===== src/rtl/lcd_pkg.sv =====
// ---------------------------------------------------------------------------
// lcd_pkg
// Shared definitions for the two-requester LCD bus arbiter:
//   - lcd_state_t   : FSM state encoding (INIT exists only with LCD_ARB_INIT_EN)
//   - INIT_CMD_*    : power-up command bytes (only with LCD_ARB_INIT_EN)
//   - CLR_HOME_MASK : bits that must be zero (with rs=0) for clear/home
//   - is_clear_home : long-settle command detect
//   - max_int / cnt_width : helpers for sizing the phase counter
// Optional feature macro: LCD_ARB_INIT_EN
// ---------------------------------------------------------------------------
package lcd_pkg;

    typedef enum logic [2:0] {
`ifdef LCD_ARB_INIT_EN
        ST_INIT  = 3'd0,
`endif
        ST_IDLE  = 3'd1,
        ST_SETUP = 3'd2,
        ST_PULSE = 3'd3,
        ST_HOLD  = 3'd4,
        ST_WAIT  = 3'd5
    } lcd_state_t;

`ifdef LCD_ARB_INIT_EN
    // Power-up sequence: 8-bit/2-line, display on, entry mode, clear.
    localparam logic [7:0] INIT_CMD_FUNC_SET = 8'h38;
    localparam logic [7:0] INIT_CMD_DISP_ON  = 8'h0C;
    localparam logic [7:0] INIT_CMD_ENTRY    = 8'h06;
    localparam logic [7:0] INIT_CMD_CLEAR    = 8'h01;
    localparam logic [1:0] INIT_LAST_IDX     = 2'd3;
`endif

    // Clear (0x01) and home (0x02/0x03) are the only commands with dat[7:2]==0.
    localparam logic [7:0] CLR_HOME_MASK = 8'hFC;

    function automatic logic is_clear_home(input logic rs, input logic [7:0] dat);
        return (rs == 1'b0) && ((dat & CLR_HOME_MASK) == 8'h00);
    endfunction

    function automatic int max_int(input int a, input int b);
        return (a > b) ? a : b;
    endfunction

    // Smallest width (at least 1) that represents max_val without wrap.
    function automatic int cnt_width(input int max_val);
        int w;
        w = 1;
        while ((1 << w) <= max_val) begin
            w = w + 1;
        end
        return w;
    endfunction

endpackage


===== src/rtl/lcd_phase_timer.sv =====
// ---------------------------------------------------------------------------
// lcd_phase_timer
// Loadable down-counter shared by every FSM phase. Loading N-1 on the edge
// that enters a phase makes done rise after N cycles in that phase.
// Ports:
//   clk      : clock (rising edge)
//   reset    : synchronous active-high reset, clears the count
//   load     : load load_val this edge (takes priority over counting)
//   load_val : phase length minus one
//   done     : count has reached zero
// ---------------------------------------------------------------------------
module lcd_phase_timer #(
    parameter int W = 10
) (
    input  logic         clk,
    input  logic         reset,
    input  logic         load,
    input  logic [W-1:0] load_val,
    output logic         done
);

    logic [W-1:0] count_reg;

    always_ff @(posedge clk) begin
        if (reset) begin
            count_reg <= '0;
        end else if (load) begin
            count_reg <= load_val;
        end else if (count_reg != '0) begin
            count_reg <= count_reg - W'(1);
        end
    end

    assign done = (count_reg == '0);

endmodule


===== src/rtl/lcd_bus_arbiter.sv =====
// ---------------------------------------------------------------------------
// lcd_bus_arbiter
// Round-robin arbiter giving two requesters write access to an HD44780-style
// 8-bit LCD bus, generating setup / enable pulse / hold / settle timing.
// Optional feature macro: LCD_ARB_INIT_EN -- when defined the block starts in
// INIT and issues 0x38, 0x0C, 0x06, 0x01 before serving any requester.
// Ports:
//   clk, reset            : clock, synchronous active-high reset
//   req0/req1             : write requests (held until gnt)
//   rs0/rs1, dat0/dat1    : register select and byte from each requester
//   gnt0/gnt1             : one-cycle accept pulse
//   lcd_rs/lcd_rw/lcd_en  : LCD control lines (lcd_rw tied low)
//   lcd_dat               : LCD data byte, held between writes
//   busy                  : high whenever the FSM is not in IDLE
// ---------------------------------------------------------------------------
module lcd_bus_arbiter #(
    parameter int TSU        = 2,
    parameter int TPW        = 4,
    parameter int THD        = 2,
    parameter int TWAIT      = 20,
    parameter int TWAIT_LONG = 800
) (
    input  logic       clk,
    input  logic       reset,
    input  logic       req0,
    input  logic       req1,
    input  logic       rs0,
    input  logic       rs1,
    input  logic [7:0] dat0,
    input  logic [7:0] dat1,
    output logic       gnt0,
    output logic       gnt1,
    output logic       lcd_rs,
    output logic       lcd_rw,
    output logic       lcd_en,
    output logic [7:0] lcd_dat,
    output logic       busy
);

    import lcd_pkg::*;

    // Counter holds the longest phase length minus one.
    localparam int CNT_MAX = max_int(max_int(max_int(TSU, TPW), THD),
                                     max_int(TWAIT, TWAIT_LONG)) - 1;
    localparam int CNT_W   = cnt_width(CNT_MAX);

    localparam logic [CNT_W-1:0] LD_SETUP = CNT_W'(TSU - 1);
    localparam logic [CNT_W-1:0] LD_PULSE = CNT_W'(TPW - 1);
    localparam logic [CNT_W-1:0] LD_HOLD  = CNT_W'(THD - 1);
    localparam logic [CNT_W-1:0] LD_WAIT  = CNT_W'(TWAIT - 1);
    localparam logic [CNT_W-1:0] LD_LONG  = CNT_W'(TWAIT_LONG - 1);

    lcd_state_t       state_reg;
    lcd_state_t       state_next;
    logic             timer_load;
    logic [CNT_W-1:0] timer_val;
    logic             timer_done;

    logic [1:0]       req_vec;
    logic [1:0]       rs_vec;
    logic [1:0][7:0]  dat_vec;
    logic             win_idx;
    logic             grant_fire;
    logic             last_reg;
    logic [1:0]       gnt_next;
    logic [1:0]       gnt_reg;
    logic             lcd_rs_reg;
    logic [7:0]       lcd_dat_reg;

    assign req_vec    = {req1, req0};
    assign rs_vec     = {rs1, rs0};
    assign dat_vec[0] = dat0;
    assign dat_vec[1] = dat1;

    // On a tie the requester not served last wins; a lone requester always wins.
    assign win_idx    = (req_vec == 2'b11) ? ~last_reg : req_vec[1];
    assign grant_fire = (state_reg == ST_IDLE) && (req_vec != 2'b00);

    genvar gi;
    generate
        for (gi = 0; gi < 2; gi++) begin : g_gnt
            assign gnt_next[gi] = grant_fire && (win_idx == 1'(gi));
        end
    endgenerate

    lcd_phase_timer #(
        .W (CNT_W)
    ) u_timer (
        .clk      (clk),
        .reset    (reset),
        .load     (timer_load),
        .load_val (timer_val),
        .done     (timer_done)
    );

`ifdef LCD_ARB_INIT_EN
    // Power-up command ROM and sequencing.
    logic [1:0] init_idx_reg;
    logic       init_pending_reg;
    logic [7:0] init_cmd;

    always_comb begin
        case (init_idx_reg)
            2'd0:    init_cmd = INIT_CMD_FUNC_SET;
            2'd1:    init_cmd = INIT_CMD_DISP_ON;
            2'd2:    init_cmd = INIT_CMD_ENTRY;
            default: init_cmd = INIT_CMD_CLEAR;
        endcase
    end

    // pending drops when the last command is issued so its WAIT returns to IDLE.
    always_ff @(posedge clk) begin
        if (reset) begin
            init_idx_reg     <= 2'd0;
            init_pending_reg <= 1'b1;
        end else if (state_reg == ST_INIT) begin
            init_idx_reg <= init_idx_reg + 2'd1;
            if (init_idx_reg == INIT_LAST_IDX) begin
                init_pending_reg <= 1'b0;
            end
        end
    end
`endif

    // FSM state register.
    always_ff @(posedge clk) begin
        if (reset) begin
`ifdef LCD_ARB_INIT_EN
            state_reg <= ST_INIT;
`else
            state_reg <= ST_IDLE;
`endif
        end else begin
            state_reg <= state_next;
        end
    end

    // FSM next state; the timer is reloaded on every phase entry.
    always_comb begin
        state_next = state_reg;
        timer_load = 1'b0;
        timer_val  = '0;
        unique case (state_reg)
`ifdef LCD_ARB_INIT_EN
            ST_INIT: begin
                state_next = ST_SETUP;
                timer_load = 1'b1;
                timer_val  = LD_SETUP;
            end
`endif
            ST_IDLE: begin
                if (grant_fire) begin
                    state_next = ST_SETUP;
                    timer_load = 1'b1;
                    timer_val  = LD_SETUP;
                end
            end
            ST_SETUP: begin
                if (timer_done) begin
                    state_next = ST_PULSE;
                    timer_load = 1'b1;
                    timer_val  = LD_PULSE;
                end
            end
            ST_PULSE: begin
                if (timer_done) begin
                    state_next = ST_HOLD;
                    timer_load = 1'b1;
                    timer_val  = LD_HOLD;
                end
            end
            ST_HOLD: begin
                if (timer_done) begin
                    state_next = ST_WAIT;
                    timer_load = 1'b1;
                    // Bus registers still carry the byte just written.
                    timer_val  = is_clear_home(lcd_rs_reg, lcd_dat_reg) ? LD_LONG : LD_WAIT;
                end
            end
            ST_WAIT: begin
                if (timer_done) begin
`ifdef LCD_ARB_INIT_EN
                    state_next = init_pending_reg ? ST_INIT : ST_IDLE;
`else
                    state_next = ST_IDLE;
`endif
                end
            end
            default: begin
                state_next = ST_IDLE;
            end
        endcase
    end

    // FSM outputs.
    always_comb begin
        lcd_en = (state_reg == ST_PULSE);
        busy   = (state_reg != ST_IDLE);
        lcd_rw = 1'b0;
        gnt0   = gnt_reg[0];
        gnt1   = gnt_reg[1];
    end

    // Bus data, grant pulses and round-robin pointer.
    always_ff @(posedge clk) begin
        if (reset) begin
            lcd_rs_reg  <= 1'b0;
            lcd_dat_reg <= 8'h00;
            last_reg    <= 1'b1;
            gnt_reg     <= 2'b00;
        end else begin
            gnt_reg <= gnt_next;
            if (grant_fire) begin
                lcd_rs_reg  <= rs_vec[win_idx];
                lcd_dat_reg <= dat_vec[win_idx];
                last_reg    <= win_idx;
            end
`ifdef LCD_ARB_INIT_EN
            else if (state_reg == ST_INIT) begin
                lcd_rs_reg  <= 1'b0;
                lcd_dat_reg <= init_cmd;
            end
`endif
        end
    end

    assign lcd_rs  = lcd_rs_reg;
    assign lcd_dat = lcd_dat_reg;

endmodule


===== config.mk =====
export PLATFORM = sky130hd
export DESIGN_NAME = lcd_bus_arbiter
export DESIGN_NICKNAME = d
export VERILOG_FILES = /design/src/rtl/lcd_pkg.sv /design/src/rtl/lcd_phase_timer.sv /design/src/rtl/lcd_bus_arbiter.sv
export SDC_FILE = /design/constraint.sdc
export NUM_CORES = 1
export LEC_CHECK = 0
export BUFFER_PORTS_ARGS = -buffer_cell sky130_fd_sc_hd__buf_2
export CORE_MARGIN = 1.5
export CORE_UTILIZATION = 36
export DETAILED_ROUTE_END_ITERATION = 8
export GPL_TIMING_DRIVEN = 0
export PLACE_DENSITY = 0.57
export SYNTH_ARGS = -nofsm -noshare
export SYNTH_HDL_FRONTEND = slang
export SYNTH_HIERARCHICAL = 1
export SYNTH_SLANG_ARGS = --single-unit

===== constraint.sdc =====
create_clock -name clk -period 3 [get_ports clk]
set_input_delay 0.6 -clock clk [delete_from_list [all_inputs] [get_ports clk]]
set_output_delay 0.6 -clock clk [all_outputs]
set_load 0.03 [all_outputs]

==> flow_summary_export.csv, run 1 <==
group,metric,value,unit
layout,drive_gt1_share,34.72,%
place,numPortBuffers,34,
global_route,grt_max_degree,14,
clock_tree,clk_pin_slew_worst_paths,0.09,ns
clock_tree,cts_max_level,1,
critical_path,reg2regPathDepth,11,
routing,wirelength,3487,um
logic_synthesis,synth-main-ff-cell,"dfxtp_1",
critical_path,crit_fanout,10,
clock_tree,cts-buffers-inserted,3,
routing,dr.pass1.iters,4,
floorplan,die_w,67.10,um
power,seq_power_share,30.8,%
place,dp.cells,238,
timing,tns,0,ns
clock_tree,cts_root_buffer,"clkbuf_8",
logic_synthesis,yosys_register_bits,25,
logic_synthesis,synth.distinct_cells,50,
min_path,hp-class,"reg2reg",
timing,rsz0062_at_grt,"false",
critical_path,rr_startpoint,"u_timer/count_reg[0]$_SDFFE_PP0P_",
logic_synthesis,syn_area_per_cell,9.794,sq um
clock_tree,clk_latency,0.27,ns
timing,skew,0.003539,ns
routing,postRouteAntennaNets,0,
logic_synthesis,synth_area,1479,sq um
routing,drtIter0Drc,64,
power,power.density,1016,nW/um^2
timing,tightest_slew,0.6188,ns
logic_synthesis,ys_top_cells_by_area,"dfxtp_1, nor4b_2, a221o_1",
floorplan,die_area,4502,sq um
timing,timing.final.hold_violations,0,
place,dp_hpwl,2563,um
timing,maxSlewViolCount,0,
layout,final_cells,243,
floorplan,die_h,67.10,um
run,maxCapViolCount,0,
layout,design_area,1778,sq um
power,ir_worst_vdd,0.0004442,V
routing,wl_met3,192,um
routing,remaining_drc_errors,0,
power,comb_power_share,57.8,%
run_status,status,"finished clean",
critical_path,crit_path_end_kind,"flip-flop",
layout,fin_nets,217,
power,p_int,0.9984,mW
clock_tree,clock-sinks,25,
layout,antenna_cells,0,
routing,viasPerCell,5.280,
routing,vias,1283,
routing,met1_length,1680,um
timing,timing.fmax,369.2,MHz
logic_synthesis,synth_edf_count,0,
logic_synthesis,synthCells,151,
power,power,1.806,mW
power,p_sw_share,44.71,%
logic_synthesis,ys_warn_count,6,
layout,area_growth,20.22,%
power,p_switching,0.8074,mW
global_route,grt_pass1_wl,5478,um
floorplan,core-area,3971,sq um
routing,met2_length,1590,um
timing,fin_crit,2.709,ns
timing,fin_crit_sh,90.29,%
place,place_area,1723,sq um
clock_tree,cts_tree,"done",
global_route,antenna_found_initial,0,
timing,relSlewSlack,58.37,%
place,gp_congestion,0.8159,
global_route,grt_usage,15.74,%
min_path,hold_depth,1,
layout,largest_reg_flops,10,
logic_synthesis,async_flop_share,0,%
timing,setup_viol,0,
power,leakage,0.7077,nW
routing,post_drt_wl_per_cell,14.35,um
power,share_clk_of_total_power,11.3,%
logic_synthesis,synth_area_leader_cell,"dfxtp_1",
critical_path,cp_data_arrival_time,2.88,ns
critical_path,crit_type,"reg2reg",
critical_path,cp.required,3.17,ns
floorplan,boundaryPins,36,
logic_synthesis,synth_top_area_share,33.84,%
clock_tree,cts_hold_buf,0,
critical_path,cp-startpoint,"u_timer/count_reg[0]$_SDFFE_PP0P_",
routing,routed.top_layer,"met4",
global_route,grt.overflow.total,0,
floorplan,rows,23,
clock_tree,clockBufferDepth,2,
min_path,hp-start,"lcd_dat[0]$_SDFFE_PP0P_",
global_route,grt_pass1_vias,1165,
floorplan,start_util,37.24,%
critical_path,crit_path_start_kind,"flip-flop",
logic_synthesis,yosysSeqAreaShare,33.84,%
[path summary, 6_finish.rpt]
check,end,slack [ns]
worst min-delay path,lcd_dat[0]$_SDFFE_PP0P_,0.50
worst max register to register,u_timer/count_reg[9]$_SDFFE_PP0P_,0.29
worst max-delay path,u_timer/count_reg[9]$_SDFFE_PP0P_,0.29
worst min register to register,lcd_dat[0]$_SDFFE_PP0P_,0.50
[power by group through the flow]
stage | registers (mW) | logic, mW | clock network [mW]
after global placement | 0.556 | 1.00 | 0
after global routing | 0.573 | 1.16 | 0.222
after floorplan | 0.614 | 0.755 | 0
after CTS | 0.556 | 1.05 | 0.210
final | 0.557 | 1.04 | 0.205
after detailed placement | 0.563 | 1.02 | 0
[metal layers]
| metal | vias to the layer above | GRT usage (%) |
|---|---|---|
| met1 | 601 | 21.31 |
| met4 | 0 | 4.592 |
| li1 | 648 | - |
| met3 | 2 | 2.196 |
| met5 | - | 0 |
| met2 | 32 | 25.74 |
[worst max-delay path, stage by stage, from the launching register on]
cell and delay (ns):
dfxtp_1 0.34, inv_1 0.08, ha_1 0.22, or4b_4 0.55
nor3_4 0.18, nand2_1 0.10, a2bb2oi_1 0.15, o21ai_0 0.23
clkbuf_2 0.27, clkbuf_2 0.28, a21oi_1 0.10, o21a_1 0.13
[stage by stage]
step                worst slack (ns)  hold WS, ns  utilization [%]
CTS                           0.1477       0.5021            44.74
detailed placement           -0.2640       0.4805            43.38
global placement             -0.1798       0.4686            43.38
global route                 0.08537       0.5188            44.77
floorplan                     0.3109       0.5402                -
finish                        0.2914       0.4953            44.77
[synth_stat cells, types with 4 or more instances]
| library cell | count |
|---|---|
| nor2b_1 | 4 |
| nor3_1 | 8 |
| o21ai_0 | 4 |
| a21oi_1 | 5 |
| a221o_1 | 9 |
| dfxtp_1 | 25 |
| nor4b_2 | 8 |
| nor2_1 | 6 |
| xnor2_1 | 4 |
| inv_1 | 7 |
| nand2_1 | 15 |
[cell families after synthesis]
kind of cell / after synthesis / synth area share (%)
other: 1 / 0.2536
AO/OA/AOI/OAI: 36 / 20.81
buffers and inverters: 17 / 5.923
XOR/XNOR: 4 / 2.369
AND/OR/NAND/NOR: 65 / 34.60
multiplexers: 2 / 1.354
adder cells (fa/ha/maj): 1 / 0.8459
flip-flops: 25 / 33.84
[cells in the final DEF, fill, tap and decap left out, types with 3 or more instances in the layout]
cell type	count
conb_1	4
dfxtp_1	25
xnor2_1	4
a21oi_1	5
buf_2	36
nor3_1	8
a221o_1	9
nor4b_2	8
inv_1	7
clkbuf_8	3
o21ai_0	4
nor4b_1	3
nor2b_1	4
nand2_1	15
clkbuf_2	4
nor2_1	6
nor4_1	3
[cell type report]
type | count | area (sq um)
timing repair buffer | 35 | 177.7
inverter | 7 | 26.28
sequential | 25 | 500.5
clock buffer | 4 | 45.04
multi-input combinational | 112 | 902.1
fill | 421 | 2193
tap | 50 | 62.56
buffer | 10 | 63.81
[timing repair]
item	4_1_cts	5_1_grt
gates resized for setup	1	2
setup buffers	1	0
endpoints found under the setup margin	7	6
pin swaps	1	0
Note: power is estimated with default switching activity, not from simulation.
==> inputs of run 2 (changes only) <==
--- a/config.mk
+++ b/config.mk
@@ -6,8 +6,9 @@
 export NUM_CORES = 1
 export LEC_CHECK = 0
 export BUFFER_PORTS_ARGS = -buffer_cell sky130_fd_sc_hd__buf_2
-export CORE_MARGIN = 1.5
+export CORE_MARGIN = 5
 export CORE_UTILIZATION = 36
+export CTS_BUF_LIST = sky130_fd_sc_hd__clkbuf_16
 export DETAILED_ROUTE_END_ITERATION = 8
 export GPL_TIMING_DRIVEN = 0
 export PLACE_DENSITY = 0.57
==> run 2 against run 1 <==
Effect of this change: die area is 22% higher; critical endpoint unchanged; power up 5.3%; combinational power about the same; count of clock-buffer cells in the layout fell by 1; largest power group unchanged; utilization is 0.55 points higher; critical path depth unchanged; first-iteration DRC count increased by 14%.
==> flow_summary_export.csv, run 2 (same netlist as run 1, synthesis figures left out) <==
group,metric,value,unit
layout,drive_gt1_share,35.23,%
critical_path,path_buf_inv,3,
timing,timing.final.hold_violations,0,
critical_path,crit_fanout,10,
layout,fin_nets,217,
clock_tree,cts_hold_buf,0,
routing,dr.pass1.iters,4,
timing,whs,0.4961,ns
critical_path,crit_type,"reg2reg",
global_route,grt_pass1_wl,5706,um
global_route,grt_usage,12.99,%
place,dp.cells,238,
layout,largest_reg_flops,10,
routing,met2_length,1730,um
critical_path,crit_path_start_kind,"flip-flop",
global_route,grt.overflow.total,0,
critical_path,cp_common_cell,"clkbuf_2",
floorplan,core-area,4000,sq um
critical_path,crit_path_top_delay_cell,"or4b_4",
clock_tree,clock-sinks,25,
place,dp_hpwl,2646,um
place,numPortBuffers,34,
routing,routed.top_layer,"met4",
global_route,antenna_found_initial,0,
min_path,hp-class,"reg2reg",
run_status,status,"finished clean",
timing,setup_viol,0,
routing,viasPerCell,5.255,
critical_path,crit_family,"simple AND/OR/NAND/NOR gates",
power,leakage,0.7258,nW
floorplan,die_w,74.10,um
floorplan,rows,23,
floorplan,boundaryPins,36,
layout,area_growth,22.59,%
layout,fill_cells,384,
routing,remaining_drc_errors,0,
routing,post_drt_wl_per_cell,14.59,um
timing,rsz0062_at_grt,"false",
routing,met1_length,1650,um
layout,antenna_cells,0,
layout,final_common_cell,"buf_2",
timing,tightest_slew,0.6448,ns
clock_tree,clk_latency,0.26,ns
layout,mostFrequentLayoutCells,"buf_2, dfxtp_1, nand2_1",
critical_path,crit_path_cell_trace,"inv_1, ha_1, or4b_4, nor3_4, nand2_1, a2bb2oi_1, o21ai_0, clkbuf_2, clkbuf_2, a21oi_1, o21a_1",
global_route,grt_max_degree,15,
clock_tree,cts_root_buffer,"clkbuf_16",
floorplan,die_area,5490,sq um
timing,fin_crit_sh,89.08,%
clock_tree,clk_pin_slew_worst_paths,0.07,ns
timing,timing.fmax,374.2,MHz
timing,skew,0.001736,ns
routing,vias,1277,
floorplan,start_util,36.97,%
timing,relSlewSlack,56.62,%
critical_path,cpPeakStageDelay,0.54,ns
routing,drtIter0Drc,73,
clock_tree,cts_tree,"done",
clock_tree,cts-buffers-inserted,3,
critical_path,cp_data_arrival_time,2.83,ns
layout,fin_util,45.32,%
layout,final_cells,243,
routing,postRouteAntennaNets,0,
power,power.density,1049,nW/um^2
routing,wirelength,3545,um
timing,maxSlewViolCount,0,
clock_tree,clockBufferDepth,2,
floorplan,die_h,74.10,um
clock_tree,cts_max_level,1,
place,gp_congestion,0.7940,
routing,wl_met3,122,um
timing,fin_crit,2.672,ns
global_route,grt_pass1_vias,1213,
run,maxCapViolCount,0,
critical_path,crit_path_end_kind,"flip-flop",
power,ir_worst_vdd,0.0004056,V
critical_path,cp.required,3.16,ns
-- run 2: cell types whose count changed in the layout (fill, tap and decap cells not counted) --
cell | previous run | this run
clkinv_2 | 0 | 1
clkbuf_8 | 3 | 0
clkbuf_1 | 2 | 1
clkbuf_16 | 0 | 3
-- run 2: per-stage QoR --
stage,TNS [ns],worst slack [ns],instance area (sq um),power [mW]
after CTS,0,0.1955,1812,1.907
final,0,0.3276,1813,1.902
after global routing,0,0.1072,1813,2.038
after global placement,-0.8980,-0.1672,1723,1.564
after detailed placement,-1.174,-0.2018,1723,1.582
after floorplan,0,0.3109,1490,1.368
-- run 2: per-layer routing --
metal  vias to the layer above  GRT usage, %
li1                        652             -
met2                        24         19.49
met5                         -             0
met1                       596         19.11
met4                         0         3.823
met3                         5         2.027
-- run 2: area by class of cell --
type | instances | area (sq um) | area share (%)
flip-flops and latches | 25 | 500.5 | 27.61
well taps | 50 | 62.56 | 3.451
clock inverters | 1 | 5.005 | 0.2761
multi-input cells | 112 | 902.1 | 49.76
repair buffers | 35 | 177.7 | 9.800
plain buffers | 10 | 63.81 | 3.520
clock buffers | 3 | 75.07 | 4.141
inverters | 7 | 26.28 | 1.449
-- run 2: repair_timing --
action / CTS / global route
setup buffers: 1 / 0
endpoints found under the setup margin: 7 / 3
endpoints found under the hold margin: 0 / 0
gates resized for setup: 1 / 2
pin swaps: 1 / 0
-- run 2: worst paths after layout --
kind,endpoint,depth (start not counted),slack (ns),from
min reg2reg,lcd_dat[1]$_SDFFE_PP0P_,1,0.50,lcd_dat[1]$_SDFFE_PP0P_
max,u_timer/count_reg[9]$_SDFFE_PP0P_,11,0.33,u_timer/count_reg[0]$_SDFFE_PP0P_
max reg2reg,u_timer/count_reg[9]$_SDFFE_PP0P_,11,0.33,u_timer/count_reg[0]$_SDFFE_PP0P_
min,lcd_dat[1]$_SDFFE_PP0P_,1,0.50,lcd_dat[1]$_SDFFE_PP0P_
-- run 2: power breakdown --
part | leakage [nW] | total (mW) | internal (mW) | switching, mW
clock network | 0.0409 | 0.304 | 0.180 | 0.124
logic | 0.479 | 1.04 | 0.462 | 0.579
registers | 0.206 | 0.557 | 0.441 | 0.116
==> inputs of run 3 (changes only) <==
--- a/config.mk
+++ b/config.mk
@@ -5,6 +5,7 @@
 export SDC_FILE = /design/constraint.sdc
 export NUM_CORES = 1
 export LEC_CHECK = 0
+export ABC_AREA = 0
 export BUFFER_PORTS_ARGS = -buffer_cell sky130_fd_sc_hd__buf_2
 export CORE_MARGIN = 5
 export CORE_UTILIZATION = 36
==> constraint.sdc (replaced) <==
create_clock -name clk -period 3.15 [get_ports clk]
set_input_delay 0.63 -clock clk [delete_from_list [all_inputs] [get_ports clk]]
set_output_delay 0.63 -clock clk [all_outputs]
set_load 0.03 [all_outputs]
==> run 3 against run 2 <==
Effect of this change: clock skew about the same; cell area is 0.34% higher; clock power is 5% lower; critical path depth stayed put; power down 4.5%; sequential share of layout area down 0.095 points; largest cell class unchanged.
==> flow_summary_export.csv, run 3 (same netlist as run 1, synthesis figures left out) <==
group,metric,value,unit
timing,rsz0062_at_grt,"false",
global_route,grt_usage,12.93,%
layout,antenna_cells,0,
place,gp_congestion,0.7940,
critical_path,crit_type,"reg2reg",
clock_tree,clk_pin_slew_worst_paths,0.07,ns
layout,area_growth,23.01,%
min_path,hold_depth,1,
routing,drtIter0Drc,94,
floorplan,die_w,74.10,um
floorplan,boundaryPins,36,
run,maxCapViolCount,0,
clock_tree,cts_root_buffer,"clkbuf_16",
clock_tree,cts_max_level,1,
routing,post_drt_wl_per_cell,14.41,um
clock_tree,clockBufferDepth,2,
power,power,1.816,mW
critical_path,crit_path_end_kind,"flip-flop",
clock_tree,clk_latency,0.26,ns
run_status,status,"finished clean",
timing,timing.fmax,349.5,MHz
layout,largest_reg_flops,10,
power,leakage,0.7281,nW
timing,relSlewSlack,56.80,%
timing,skew,0.001971,ns
place,numPortBuffers,34,
critical_path,cp.required,3.31,ns
clock_tree,clock-sinks,25,
timing,fin_crit_sh,90.82,%
critical_path,cp_data_arrival_time,3.02,ns
routing,vias,1275,
clock_tree,cts_tree,"done",
place,dp_hpwl,2646,um
timing,fin_crit,2.861,ns
power,ir_worst_vdd,0.0003870,V
layout,drive_gt1_share,35.05,%
layout,mostFrequentLayoutCells,"buf_2, dfxtp_1, nand2_1",
power,power.density,998.2,nW/um^2
layout,fin_util,45.48,%
critical_path,crit_fanout,10,
timing,timing.final.hold_violations,0,
floorplan,core-area,4000,sq um
clock_tree,cts-buffers-inserted,3,
layout,fill_cells,385,
routing,remaining_drc_errors,0,
timing,tightest_slew,0.6421,ns
critical_path,crit_path_start_kind,"flip-flop",
global_route,grt_max_degree,15,
routing,viasPerCell,5.225,
routing,dr.pass1.iters,4,
floorplan,die_h,74.10,um
floorplan,die_area,5490,sq um
floorplan,start_util,36.97,%
critical_path,reg2regPathDepth,11,
global_route,grt.overflow.total,0,
global_route,antenna_found_initial,0,
global_route,grt_pass1_vias,1210,
routing,wirelength,3516,um
layout,final_common_cell,"buf_2",
min_path,hp-class,"reg2reg",
floorplan,rows,23,
layout,fin_nets,218,
timing,tns,0,ns
timing,setup_viol,0,
timing,maxSlewViolCount,0,
global_route,grt_pass1_wl,5685,um
routing,postRouteAntennaNets,0,
## run 3: cell count changes in the layout (fill, tap and decap cells not counted), sizes merged
cell,before,now
buf,40,41
## run 3: report_power, final
| part | internal (mW) | leakage (nW) | switching (mW) |
|---|---|---|---|
| Sequential | 0.420 | 0.206 | 0.109 |
| Combinational | 0.447 | 0.481 | 0.551 |
| Clock | 0.171 | 0.0409 | 0.118 |
| Total | 1.04 | 0.728 | 0.777 |
## run 3: what timing repair did
| item | in CTS | in global routing |
|---|---|---|
| gates resized for setup | 1 | 0 |
| buffers inserted | 0 | 2 |
| setup endpoints to repair | 7 | 7 |
| pin swaps | 0 | 1 |
| hold buffers | 0 | 0 |
## run 3: per-layer routing
metal	track usage [%]	vias to the layer above	share of wire, %
met4	3.823	0	1.2
met3	2.027	5	4.2
met1	19.11	591	46
met5	0	-	0
met2	19.29	25	48
li1	-	654	-
## run 3: layout make-up
type / instances / area (sq um) / share of cell area, %
plain buffers: 10 / 62.56 / 3.439
clock buffers: 3 / 75.07 / 4.127
clock inverters: 1 / 5.005 / 0.2751
inverters: 7 / 26.28 / 1.444
multi-input cells: 112 / 902.1 / 49.59
flip-flops and latches: 25 / 500.5 / 27.51
well taps: 50 / 62.56 / 3.439
repair buffers: 36 / 185.2 / 10.18
## run 3: worst max-delay path: stages (launching register included)
cell and delay (ns):
dfxtp_1 0.33, inv_1 0.08, ha_1 0.22, or4b_4 0.54, nor3_4 0.23, nand2_1 0.12, a2bb2oi_1 0.15, o21ai_0 0.19
clkbuf_1 0.35, clkbuf_2 0.31, a21oi_1 0.09, o21a_1 0.13
## run 3: worst paths after layout
kind	start	to	slack (ns)
setup reg to reg	u_timer/count_reg[0]$_SDFFE_PP0P_	u_timer/count_reg[9]$_SDFFE_PP0P_	0.29
hold / removal	lcd_dat[1]$_SDFFE_PP0P_	lcd_dat[1]$_SDFFE_PP0P_	0.50
setup / recovery	u_timer/count_reg[0]$_SDFFE_PP0P_	u_timer/count_reg[9]$_SDFFE_PP0P_	0.29
hold reg to reg	lcd_dat[1]$_SDFFE_PP0P_	lcd_dat[1]$_SDFFE_PP0P_	0.50
## run 3: metrics by stage
step / area, sq um / hold WS (ns) / cells / setup slack, ns
4_1_cts: 1804 / 0.4952 / 242 / 0.06184
3_3_place_gp: 1723 / 0.4762 / 238 / -0.01720
2_1_floorplan: 1490 / 0.5402 / 154 / 0.4609
3_5_place_dp: 1723 / 0.4728 / 238 / -0.05182
6_report: 1819 / 0.4961 / 244 / 0.2890
5_1_grt: 1819 / 0.5214 / 244 / 0.01558
